$ cat config.mk
export PLATFORM = sky130hd
export DESIGN_NAME = com_to_fifo
export DESIGN_NICKNAME = d
export VERILOG_FILES = /design/src/rtl/uart_pkg.sv /design/src/rtl/rx_sampler.sv /design/src/rtl/com_to_fifo.sv
export SDC_FILE = /design/constraint.sdc
export NUM_CORES = 1
export LEC_CHECK = 0
export CORE_MARGIN = 2
export CORE_UTILIZATION = 28
export CTS_BUF_LIST = sky130_fd_sc_hd__clkbuf_4 sky130_fd_sc_hd__clkbuf_8
export DETAILED_ROUTE_END_ITERATION = 8
export SYNTH_ARGS = -nofsm -noshare
export SYNTH_HDL_FRONTEND = slang
export SYNTH_SLANG_ARGS = --single-unit
$ cat constraint.sdc
create_clock -name clk -period 2.25 [get_ports clk]
set_input_delay 0.225 -clock clk [delete_from_list [all_inputs] [get_ports clk]]
set_output_delay 0.225 -clock clk [all_outputs]
set_load 0.02 [all_outputs]
$ cat src/rtl/uart_pkg.sv
// Shared UART state encodings and frame constants.
// Build with PARITY_EN defined for 8E1 frames (adds R_PARITY).
package uart_pkg;

  localparam int   DATA_BITS  = 8;
  localparam logic IDLE_LEVEL = 1'b1;

`ifdef PARITY_EN
  typedef enum logic [2:0] {
    R_IDLE,
    R_START,
    R_DATA,
    R_PARITY,
    R_STOP
  } rx_state_t;
`else
  typedef enum logic [1:0] {
    R_IDLE,
    R_START,
    R_DATA,
    R_STOP
  } rx_state_t;
`endif

  typedef enum logic [1:0] {
    W_IDLE,
    W_WAIT,
    W_STROBE
  } wr_state_t;

endpackage

$ cat src/rtl/rx_sampler.sv
// rx synchroniser plus bit-time down-counter.
// sample_tick is high while running and the counter is at zero.
module rx_sampler
  import uart_pkg::*;
#(
  parameter int CLKS_PER_BIT = 16,
  parameter int SYNC_STAGES  = 2,
  localparam int CW = $clog2(CLKS_PER_BIT)
) (
  input  logic          clk,
  input  logic          reset,
  input  logic          rx,
  input  logic          run,
  input  logic          load,
  input  logic [CW-1:0] load_val,
  output logic          rxs,
  output logic          sample_tick
);

  logic [SYNC_STAGES-1:0] r_sync;
  logic [CW-1:0]          r_cnt;

  always_ff @(posedge clk or negedge reset) begin
    if (!reset) begin
      r_sync <= {SYNC_STAGES{IDLE_LEVEL}};
      r_cnt  <= '0;
    end else begin
      r_sync <= {r_sync[SYNC_STAGES-2:0], rx};
      if (load)
        r_cnt <= load_val;
      else if (r_cnt != '0)
        r_cnt <= r_cnt - 1'b1;
    end
  end

  assign rxs         = r_sync[SYNC_STAGES-1];
  assign sample_tick = run && (r_cnt == '0);

endmodule

$ cat src/rtl/com_to_fifo.sv
// UART receiver feeding the shared FIFO via busy/write-strobe.
// PARITY_EN selects 8E1 framing and adds the parity_err port.
module com_to_fifo
  import uart_pkg::*;
#(
  parameter int CLKS_PER_BIT = 16,
  parameter int SYNC_STAGES  = 2
) (
  input  logic       clk,
  input  logic       reset,
  input  logic       enable,
  input  logic       rx,
  input  logic       fifo_busy,
  input  logic       fifo_full,
  input  logic       err_clr,
  output logic [7:0] fifo_data_in,
  output logic       fifo_we,
  output logic       rx_done,
  output logic       frame_err,
`ifdef PARITY_EN
  output logic       parity_err,
`endif
  output logic       overrun
);

  localparam int CW = $clog2(CLKS_PER_BIT);
  localparam logic [CW-1:0] HALF = CW'(CLKS_PER_BIT/2 - 1);
  localparam logic [CW-1:0] FULL = CW'(CLKS_PER_BIT - 1);
  localparam logic [2:0]    LAST = 3'(DATA_BITS - 1);

  rx_state_t r_rst;
  wr_state_t r_wst;
  logic [7:0] r_shift, r_hold, r_data;
  logic [2:0] r_idx;
  logic r_we, r_done, r_frame, r_ovr;

  logic w_rxs, w_tick, w_stk, w_idle;
  logic w_cnt_ld, w_good, w_load;
  logic w_frame_set, w_ovr_rx, w_ovr_wr;

  assign w_idle   = (r_rst == R_IDLE);
  assign w_cnt_ld = (w_idle && !w_rxs) || w_tick;

  rx_sampler #(
    .CLKS_PER_BIT(CLKS_PER_BIT),
    .SYNC_STAGES (SYNC_STAGES)
  ) u_smp (
    .clk        (clk),
    .reset      (reset),
    .rx         (rx),
    .run        (!w_idle),
    .load       (w_cnt_ld),
    .load_val   (w_idle ? HALF : FULL),
    .rxs        (w_rxs),
    .sample_tick(w_tick)
  );

  assign w_stk       = enable && w_tick && (r_rst == R_STOP);
  assign w_frame_set = w_stk && !w_rxs;

`ifdef PARITY_EN
  logic r_pbad, r_perr, w_par_set;
  assign w_par_set = enable && w_tick && (r_rst == R_PARITY)
                     && (^{r_shift, w_rxs});
  assign w_good    = w_stk && w_rxs && !r_pbad;
  assign parity_err = r_perr;

  always_ff @(posedge clk or negedge reset) begin
    if (!reset) begin
      r_pbad <= 1'b0;
      r_perr <= 1'b0;
    end else begin
      if (w_idle)
        r_pbad <= 1'b0;
      else if (w_par_set)
        r_pbad <= 1'b1;
      r_perr <= w_par_set | (r_perr & ~err_clr);
    end
  end
`else
  assign w_good = w_stk && w_rxs;
`endif

  assign w_load   = w_good && (r_wst == W_IDLE);
  assign w_ovr_rx = w_good && (r_wst != W_IDLE);
  assign w_ovr_wr = (r_wst == W_WAIT) && !fifo_busy && fifo_full;

  always_ff @(posedge clk or negedge reset) begin
    if (!reset) begin
      r_rst   <= R_IDLE;
      r_shift <= '0;
      r_idx   <= '0;
    end else if (!enable) begin
      r_rst <= R_IDLE;
    end else begin
      case (r_rst)
        R_IDLE: begin
          r_idx <= '0;
          if (!w_rxs) r_rst <= R_START;
        end
        R_START:
          if (w_tick) r_rst <= w_rxs ? R_IDLE : R_DATA;
        R_DATA:
          if (w_tick) begin
            r_shift[r_idx] <= w_rxs;
            r_idx          <= r_idx + 1'b1;
`ifdef PARITY_EN
            if (r_idx == LAST) r_rst <= R_PARITY;
`else
            if (r_idx == LAST) r_rst <= R_STOP;
`endif
          end
`ifdef PARITY_EN
        R_PARITY:
          if (w_tick) r_rst <= R_STOP;
`endif
        R_STOP:
          if (w_tick) r_rst <= R_IDLE;
        default: r_rst <= R_IDLE;
      endcase
    end
  end

  // fifo_we/rx_done rise on the edge that leaves W_WAIT
  always_ff @(posedge clk or negedge reset) begin
    if (!reset) begin
      r_wst  <= W_IDLE;
      r_hold <= '0;
      r_data <= '0;
      r_we   <= 1'b0;
      r_done <= 1'b0;
    end else begin
      r_we   <= 1'b0;
      r_done <= 1'b0;
      case (r_wst)
        W_IDLE:
          if (w_load) begin
            r_hold <= r_shift;
            r_wst  <= W_WAIT;
          end
        W_WAIT:
          if (!fifo_busy) begin
            r_data <= r_hold;
            r_we   <= !fifo_full;
            r_done <= !fifo_full;
            r_wst  <= W_STROBE;
          end
        W_STROBE: r_wst <= W_IDLE;
        default:  r_wst <= W_IDLE;
      endcase
    end
  end

  always_ff @(posedge clk or negedge reset) begin
    if (!reset) begin
      r_frame <= 1'b0;
      r_ovr   <= 1'b0;
    end else begin
      r_frame <= w_frame_set | (r_frame & ~err_clr);
      r_ovr   <= w_ovr_rx | w_ovr_wr | (r_ovr & ~err_clr);
    end
  end

  assign fifo_data_in = r_data;
  assign fifo_we      = r_we;
  assign rx_done      = r_done;
  assign frame_err    = r_frame;
  assign overrun      = r_ovr;

endmodule

==> metrics <==
post-synthesis adder-cell area fraction=2.78%; setup tns final=0 ps; max incr delay on CP=480 ps; height of the die=84.2 um; area of placed instances=2080 um2; Root Driver=clkbuf_8; HP Class=in2async; cell with the largest stage delay on the worst path=or3b_1; Worst VDD drop=0.268 mV; RSZ-0062 raised after global routing=false; multiplexer area fraction after synthesis=16.8%; number of post-CTS setup repair buffers=0; post-cts gate resize count=0; Vias per Instance=4.84; Sw Ratio=24.7%; Non-Filler Instances=243; clk_lat worst skew=300 ps; xor/xnor cell area share of the yosys netlist=0.487%; Power Density=695 nW/um2; NetSw=0.376 mW; fraction of layout instances using a drive strength above 1=27.7%; main combinational cell family by area after synthesis=multiplexers; initial core utilization=28.7%; time the worst path needs with I/O delays and setup=2050 ps; run status=finished, final reports clean; DRC viols=0; Initial DRC Count=79; Synth Register Bits=40; r2r worst-path depth=6; Unique masters post-synth=37; DR WL/cell=13.7 um; compound-cell area share of the yosys netlist=6.75%; die width=84.2 um; register area=1000 um2; kind of critical path=reg2reg; CTS Buf Count=5; Reg-to-Reg End=r_hold[5]$_DFFE_PN0P_; Ys Warns=0; most frequent cells in the layout=dfrtp_1 (38), mux2_2 (26), clkdlybuf4s50_1 (17); max-slew violation count=0; multi-input logic area=723 um2; critical path data arrival time=2240 ps; # IOs=19; via count=1176; Max Clock Skew=4.94 ps; crit path capture=r_hold[5]$_DFFE_PN0P_; slew margin rel.=39.9%; first-pass GRT wire length=5770 um; die area=7080 um2; clock-pin slew on the worst setup and hold paths=80 ps; critical path cell sequence=inv_1, ha_1, or3b_1, nor4_4, buf_4, mux2_2; CTS Buffer Depth=2; std cell rows=29; final setup violating endpoints=0; Nets=176; Setup crit end kind=flip-flop; mapped cell area=1800 um2; Simple-Gate Fraction of Synth Area=13.4%; Routed Antenna Nets=0; leakage=0.999 nW; vias in the first global route=1173; overall power consumption=1.52 mW; Final Cycle Share=91.2%; I/O Buffers=18; worst reg2reg setup slack=200 ps; grt ovf=0; RR Startpoint=u_smp.r_cnt[0]$_DFFE_PN0P_; # fillers=627; Synth Net Count=155; sequential share of power=51.6%; Worst setup SP type=flip-flop; Pre-Repair DR Iteration Count=4; Logic pwr share=9.9%; DP Cell Count=235; Final Hold Fails=0; commonest non-fill, non-tap cell in the layout=dfrtp_1; worst-margin pin slew=902 ps; fin area=2190 um2; Layout area overhead=21.6%; max-cap violation count=0; antenna violations before repair=0; WL final=3330 um; crit path from=u_smp.r_cnt[0]$_DFFE_PN0P_; GRT Total Usage=10.3%; ANT cells=0; hold slack=57.4 ps; register area share after synthesis=55.8%; DP Wirelength=2220 um; clk sinks=40; f_max=487 MHz; H-tree levels=2; CP Max Fanout=8; core area=6280 um2; syn_area_per_cell=12.5 um2; Gate Count Post-Synth=144; clock share of power=38.5%; routability cong.=0.742; Worst Path Required=2430 ps; CTS tree=built; largest net degree at the start of global routing=41; hold-fix buffer count after cts=0; Int Power=1.15 mW
==> per-stage QoR <==
step / utilization [%] / setup WS, ps
2_1_floorplan: - / 237
3_3_place_gp: 33.1 / 228
3_5_place_dp: 33.1 / 203
4_1_cts: 34.9 / 175
5_1_grt: 34.9 / 25.8
6_report: 34.9 / 197
==> worst max-delay path: cells and delay by family, from the launching register on <==
family	cells	cell delay, ps
muxes	1	340
and+or+nand+nor	2	710
buffers and inverters	2	300
DFF	1	420
adders and majority gates	1	170
==> layer usage <==
metal	GRT usage (%)	vias to the layer above	routed length [um]
met5	0	-	0
met1	13.8	594	1650
met4	4.40	0	59
li1	-	558	-
met3	3.24	7	142
met2	15.3	17	1480
==> cell usage after synthesis <==
library cell   n  area, um2
xor2_1         1       8.76
o21bai_1       1       7.51
clkbuf_2       1       5.00
nor4b_1        2       17.5
o21ai_0        2       10.0
nand3_1        6       30.0
a31oi_1        1       6.26
o211ai_1       1       7.51
nand2_1        5       18.8
nand4_1        3       18.8
o21a_1         2       15.0
nor2b_1        1       6.26
nor4bb_1       1       10.0
and3b_1        2       17.5
nor4_1         2       12.5
nor3b_1        2       15.0
mux2i_1        1       10.0
or3b_1         1       8.76
dfstp_2        2       52.6
nor3_1         2       10.0
inv_1          7       26.3
ha_1           4       50.1
clkbuf_1       9       33.8
a21oi_1        3       15.0
or3b_2         1       8.76
a22o_1         3       26.3
buf_4          1       7.51
dfrtp_1       38        951
a211oi_1       1       7.51
nor2_1         4       15.0
or3_1          2       12.5
nand4b_1       2       17.5
a221o_1        1       10.0
o32ai_1        1       8.76
mux2_2        26        293
nor4_4         1       21.3
a21boi_0       1       7.51
==> state kept, by name, indices dropped and copies added, names as in the netlist <==
register	cells
r_shift	8
frame_err	1
rx_done	1
u_smp.r_sync	2
r_idx	3
r_wst	2
overrun	1
r_rst	2
r_hold	8
fifo_data_in	8
u_smp.r_cnt	4
==> power by group through the flow <==
| stage | Combinational [mW] | Sequential [mW] | Clock [mW] |
|---|---|---|---|
| after floorplan | 0.106 | 0.788 | 0 |
| after global placement | 0.149 | 0.798 | 0 |
| after detailed placement | 0.155 | 0.799 | 0 |
| after CTS | 0.155 | 0.784 | 0.612 |
| after global routing | 0.174 | 0.794 | 0.635 |
| final | 0.151 | 0.785 | 0.585 |
==> worst min-delay path by stage <==
stage	from	endpoint	slack, ps	depth (start not counted)
2_1_floorplan	reset	fifo_data_in[0]$_DFFE_PN0N_	-70	0
5_1_grt	reset	r_shift[6]$_DFFE_PN0P_	130	1
3_5_place_dp	u_smp.r_sync[0]$_DFF_PN1_	u_smp.r_sync[1]$_DFF_PN1_	350	0
4_1_cts	reset	r_shift[6]$_DFFE_PN0P_	90	1
3_3_place_gp	u_smp.r_sync[0]$_DFF_PN1_	u_smp.r_sync[1]$_DFF_PN1_	350	0
6_report	reset	r_rst[1]$_DFFE_PN0P_	60	1
==> area by class of cell <==
| type | count | share of cell area, % |
|---|---|---|
| inverters | 7 | 1.20 |
| clock buffers | 5 | 3.14 |
| flip-flops and latches | 40 | 45.9 |
| well taps | 77 | 4.40 |
| multi-input cells | 86 | 33.0 |
| clock inverters | 3 | 1.94 |
| repair buffers | 25 | 10.4 |
==> logic make-up (layout without fill, tap and decap cells) <==
group	count (synthesis)	count (layout)
buffers and inverters	18	40
adders and majority gates	4	4
muxes	27	27
DFF	40	40
xor gates and xnor gates	1	1
and+or+nand+nor	37	37
AOI/OAI and AO/OA	17	17
No activity file was read; power rests on OpenSTA's default activity.
==> edit 1: new RTL, config.mk and constraints unchanged <==
The 3 states of `wr_state_t` get a one-hot encoding in 3 bits.
--- a/src/rtl/uart_pkg.sv
+++ b/src/rtl/uart_pkg.sv
@@ -24,6 +24,6 @@
 
-  typedef enum logic [1:0] {
-    W_IDLE,
-    W_WAIT,
-    W_STROBE
+  typedef enum logic [2:0] {
+    W_IDLE   = 3'b001,
+    W_WAIT   = 3'b010,
+    W_STROBE = 3'b100
   } wr_state_t;
Check against the original RTL: no difference found for any inputs over 10 cycles, from zero or initial values and one cycle with reset low; not proved beyond that.
==> edit 1 against the unedited design <==
Sequential cell count rose by 1; largest cell class unchanged; total power increased by 2.2%; routed wire length decreased by 1.3%; first-iteration DRC count decreased by 16%; cell count rose by 2.5%; design area grew 3.0%; die area increased by 2.3%; worst setup slack lost 0.033 ns; synthesized area grew 2.4%; count of clock-buffer cells in the layout is the same.
==> edit 1: results (changes against the unedited design) <==
| Metric | Value |
|---|---|
| Outcome | `completed` |
| Worst VDD drop | `0.0002343 V (-13%)` |
| Vias in the first global route | `1189 (+1.4%)` |
| Dpl hpwl | `2323 µm (+4.8%)` |
| Post-synthesis xor/xnor area fraction | `0.004755 (-0.0001124)` |
| DP Cell Count | `240 (+2.1%)` |
| Layout fillers | `618 (-1.4%)` |
| Gr usage total | `0.09749 (-0.005163)` |
| Gpl congestion | `0.7068 (-4.7%)` |
| Largest net degree at the start of global routing | `20 (-51%)` |
| Syn_nets | `158 (+1.9%)` |
| Synth Area in Adders | `0.02717 (-0.0006425)` |
| Drt pass-1 iters | `4 (unchanged)` |
| Synthesized area per cell | `12.53 µm² (+0.28%)` |
| Post-synthesis sequential area ratio | `0.5591 (+0.001384)` |
| # port buffers | `18 (unchanged)` |
| LEAKAGE | `1.008 nW (+0.91%)` |
| Number of antenna violations at the first check in global routing | `0 (unchanged)` |
| Largest cells by area after synthesis | `dfrtp_1 (52%), mux2_2 (17%), dfstp_2 (4.3%), ha_1 (2.7%), inv_1 (1.4%)` |
| FF-to-FF setup slack | `0.16 ns (-0.03 ns)` |
| Longest Clk Path Bufs | `2 (unchanged)` |
| Non-Filler Instances | `249 (+2.5%)` |
| First-pass GRT wire length | `5644 µm (-2.1%)` |
| Nets | `182 (+3.4%)` |
| Synth cell count leaders | `dfrtp_1 (38), mux2_2 (27), inv_1 (7)` |
| Worst Skew | `0.007463 ns (+0.002527 ns)` |
| Crit path DAT | `2.26 ns (+0.02 ns)` |
| Reg-to-Reg End | `r_shift[4]` |
| Reg2Reg Depth | `6 (unchanged)` |
| DR vias | `1208 (+2.7%)` |
| Max transition margin | `0.6718 (+0.2732)` |
| Detailed Route Iter0 Violations | `66 (-16%)` |
| Synth Area in Compound Gates | `0.06318 (-0.004275)` |
-- edit 1: routing by layer --
metal,global-route usage,wire length (µm),vias to the layer above
li1,-,-,573
met1,0.1357,1601,606
met2,0.1442,1519,25
met3,0.03210,140,4
met4,0.03030,27,0
met5,0,0,-
-- edit 1: critical path, cell delays in order (launching register included) --
cell	delay [ns]
dfrtp_1	0.44
inv_1	0.10
ha_1	0.19
nand4bb_1	0.20
buf_4	0.23
nor4_1	0.42
mux2_2	0.38
-- edit 1: cell type report --
| cell class | instances | area share |
|---|---|---|
| multi-input combinational | 90 | 0.3320 |
| inverter | 7 | 0.01166 |
| tap | 77 | 0.04275 |
| clock buffer | 5 | 0.03054 |
| timing repair buffer | 26 | 0.1055 |
| clock inverter | 3 | 0.02054 |
| sequential | 41 | 0.4570 |
-- edit 1: worst min-delay path by stage --
stage / startpoint / to / slack [ns] / cells past startpoint
4_1_cts: rx / u_smp.r_sync[0] / 0.33 / 1
5_1_grt: rx / u_smp.r_sync[0] / 0.32 / 1
6_report: reset / r_hold[0] / 0.34 / 2
3_3_place_gp: reset / r_idx[0] / 0.13 / 1
3_5_place_dp: reset / r_idx[0] / 0.13 / 1
2_1_floorplan: reset / fifo_data_in[0] / -0.07 / 0
-- edit 1: kinds of logic (layout without fill, tap and decap cells) --
family                     count (synthesis)  in the layout
and+or+nand+nor                           41             41
muxes                                     27             27
adders and majority gates                  4              4
xor gates and xnor gates                   1              1
AOI/OAI and AO/OA                         17             17
buffers and inverters                     16             41
DFF                                       41             41
-- edit 1: what timing repair did --
item / 4_1_cts / 5_1_grt
resized for setup: 0 / 0
hold endpoints to repair: 11 / 0
hold buffers: 1 / 0
-- edit 1: report_power, final --
group	internal, mW	switching [mW]	total [mW]
combinational	0.0837	0.0759	0.160
sequential	0.767	0.0406	0.807
clock	0.332	0.257	0.589
-- edit 1: metrics by stage --
| step | utilization | setup WS, ns | power [mW] | instance area, µm² |
|---|---|---|---|---|
| 6_report | 0.3549 | 0.1643 | 1.556 | 2253 |
| 5_1_grt | 0.3549 | 0.05200 | 1.637 | 2253 |
| 4_1_cts | 0.3549 | 0.1577 | 1.576 | 2253 |
| 3_5_place_dp | 0.3352 | 0.2381 | 0.9798 | 2128 |
| 3_3_place_gp | 0.3352 | 0.2665 | 0.9759 | 2128 |
| 2_1_floorplan | - | 0.3810 | 0.9202 | 1842 |
==> edit 2: new RTL, same settings <==
Without the edit above. Build with the macro `PARITY_EN` defined.
--- a/src/rtl/uart_pkg.sv
+++ b/src/rtl/uart_pkg.sv
@@ -2,2 +2,4 @@
 // Build with PARITY_EN defined for 8E1 frames (adds R_PARITY).
+`define PARITY_EN
+
 package uart_pkg;
Formal check against the unedited RTL (old outputs only; new: parity_err): no difference found for any inputs over 10 cycles, from zero or initial values and one cycle with reset low; that may be too few to reach the edited logic, so the function may still have changed.
==> edit 2 against the unedited design <==
Synthesized area increased by 12%; via count increased by 15%; sequential power increased by 7.3%; sequential cell count increased by 3; routed wire length increased by 11%; total power increased by 7.3%; design area increased by 12%; synthesized cell count increased by 15%; worst setup slack got worse by 0.078 ns; critical path type unchanged.
==> edit 2: results (changes against the unedited design) <==
| Metric | Value |
|---|---|
| Outcome | `completed` |
| LEAKAGE | `1.098 nW (+9.9%)` |
| Distinct cells, synth | `42 (+14%)` |
| Synthesized area per cell | `12.18 µm² (-2.5%)` |
| Vias in the first global route | `1333 (+14%)` |
| Hold buffer count at CTS | `1 (+1)` |
| Reg-to-Reg End | `r_hold[5]` |
| DP Cell Count | `280 (+19%)` |
| Fin Hold WS | `0.2483 ns (+0.1910 ns)` |
| Residual DRC | `0 (unchanged)` |
| Worst VDD drop | `0.0002929 V (+9.4%)` |
| First-pass GRT wire length | `6520 µm (+13%)` |
| Total Wirelength | `3689 µm (+11%)` |
| Int Power | `1.236 mW (+7.9%)` |
| Longest Clk Path Bufs | `2 (unchanged)` |
| Non-Filler Instances | `289 (+19%)` |
| Gpl congestion | `0.7024 (-5.3%)` |
| Largest net degree at the start of global routing | `22 (-46%)` |
| Vias per inst | `4.661 (-3.7%)` |
| Dpl hpwl | `2598 µm (+17%)` |
| Slowest-stage cell, CP | `or4_4` |
| CP peak stage delay | `0.61 ns (+0.13 ns)` |
| Gr usage total | `0.1074 (+0.004792)` |
| Post-synthesis sequential area ratio | `0.5367 (-0.02098)` |
| Synth cell count leaders | `dfrtp_1 (41), o21ai_0 (11), mux2_2 (10)` |
| Cells resized by post-CTS repair | `0 (unchanged)` |
| Worst Skew | `0.003053 ns (-0.001882 ns)` |
| Number of antenna violations at the first check in global routing | `0 (unchanged)` |
| Post-CTS Setup Inserts | `0 (unchanged)` |
| Syn_nets | `176 (+14%)` |
| Share of cells above drive strength 1 | `0.2332 (-0.04395)` |
| Layout fillers | `689 (+9.9%)` |
| Largest cells by area after synthesis | `dfrtp_1 (51%), mux2_4 (6.0%), mux2_2 (5.6%), o31ai_1 (3.0%), o21ai_0 (2.7%)` |
| FF-to-FF setup slack | `0.12 ns (-0.08 ns)` |
| Crit path DAT | `2.32 ns (+0.08 ns)` |
| Nets | `203 (+15%)` |
| Detailed Route Iter0 Violations | `82 (+3.8%)` |
| Max transition margin | `0.7052 (+0.3066)` |
| # port buffers | `19 (+1)` |
edit 2: cell types whose count changed after synthesis, sizes merged, moves of 3 or more:
cell / change
nand3: +4
o21ai: +9
xnor2: +6
clkbuf: -4
dfrtp: +3
o31ai: +8
inv: -3
a22o: -3
mux2: -8
edit 2: stage by stage:
stage | power (mW) | setup slack [ns] | instance area [µm²]
after floorplan | 0.9594 | 0.07188 | 2009
after global placement | 1.017 | 0.1789 | 2333
after detailed placement | 1.023 | 0.1295 | 2333
after CTS | 1.659 | 0.1170 | 2461
after global routing | 1.717 | 0.02216 | 2461
final | 1.632 | 0.1195 | 2461
edit 2: layout make-up:
type	count	area [µm²]	area share
Multi-Input combinational cell	109	870.8	0.3538
Sequential cell	43	1079	0.4382
Inverter	5	18.77	0.007626
Clock inverter	2	35.03	0.01423
Timing Repair Buffer	28	255.2	0.1037
Tap cell	96	120.1	0.04881
Clock buffer	6	82.58	0.03355
edit 2: worst max-delay path by stage:
stage | endpoint | slack, ns
6_report | r_hold[5] | 0.12
5_1_grt | r_hold[0] | 0.02
4_1_cts | r_hold[0] | 0.12
3_5_place_dp | r_hold[5] | 0.13
3_3_place_gp | r_hold[2] | 0.18
2_1_floorplan | r_hold[0] | 0.07
edit 2: per-layer routing:
layer  vias up  GRT usage  wire, µm
met2        29     0.1649      1706
met5         -          0         0
met4         0    0.04545        68
met3         7    0.03078       137
met1       647     0.1418      1777
li1        664          -         -
edit 2: cell families (layout without fill, tap and decap cells):
| logic type | after synthesis | in the layout | share of synthesized area |
|---|---|---|---|
| AO/OA/AOI/OAI | 32 | 32 | 0.1059 |
| adder cells (fa/ha/maj) | 4 | 4 | 0.02491 |
| multiplexers | 19 | 19 | 0.1208 |
| flip-flops | 43 | 43 | 0.5367 |
| buffers and inverters | 13 | 41 | 0.02988 |
| AND/OR/NAND/NOR | 47 | 47 | 0.1445 |
| XOR/XNOR | 7 | 7 | 0.03736 |
edit 2: power by group through the flow:
stage / Combinational, mW / Sequential, mW / Clock [mW]
5_1_grt: 0.189 / 0.849 / 0.680
6_report: 0.164 / 0.842 / 0.626
4_1_cts: 0.168 / 0.842 / 0.650
3_3_place_gp: 0.161 / 0.856 / 0
2_1_floorplan: 0.112 / 0.847 / 0
3_5_place_dp: 0.166 / 0.857 / 0
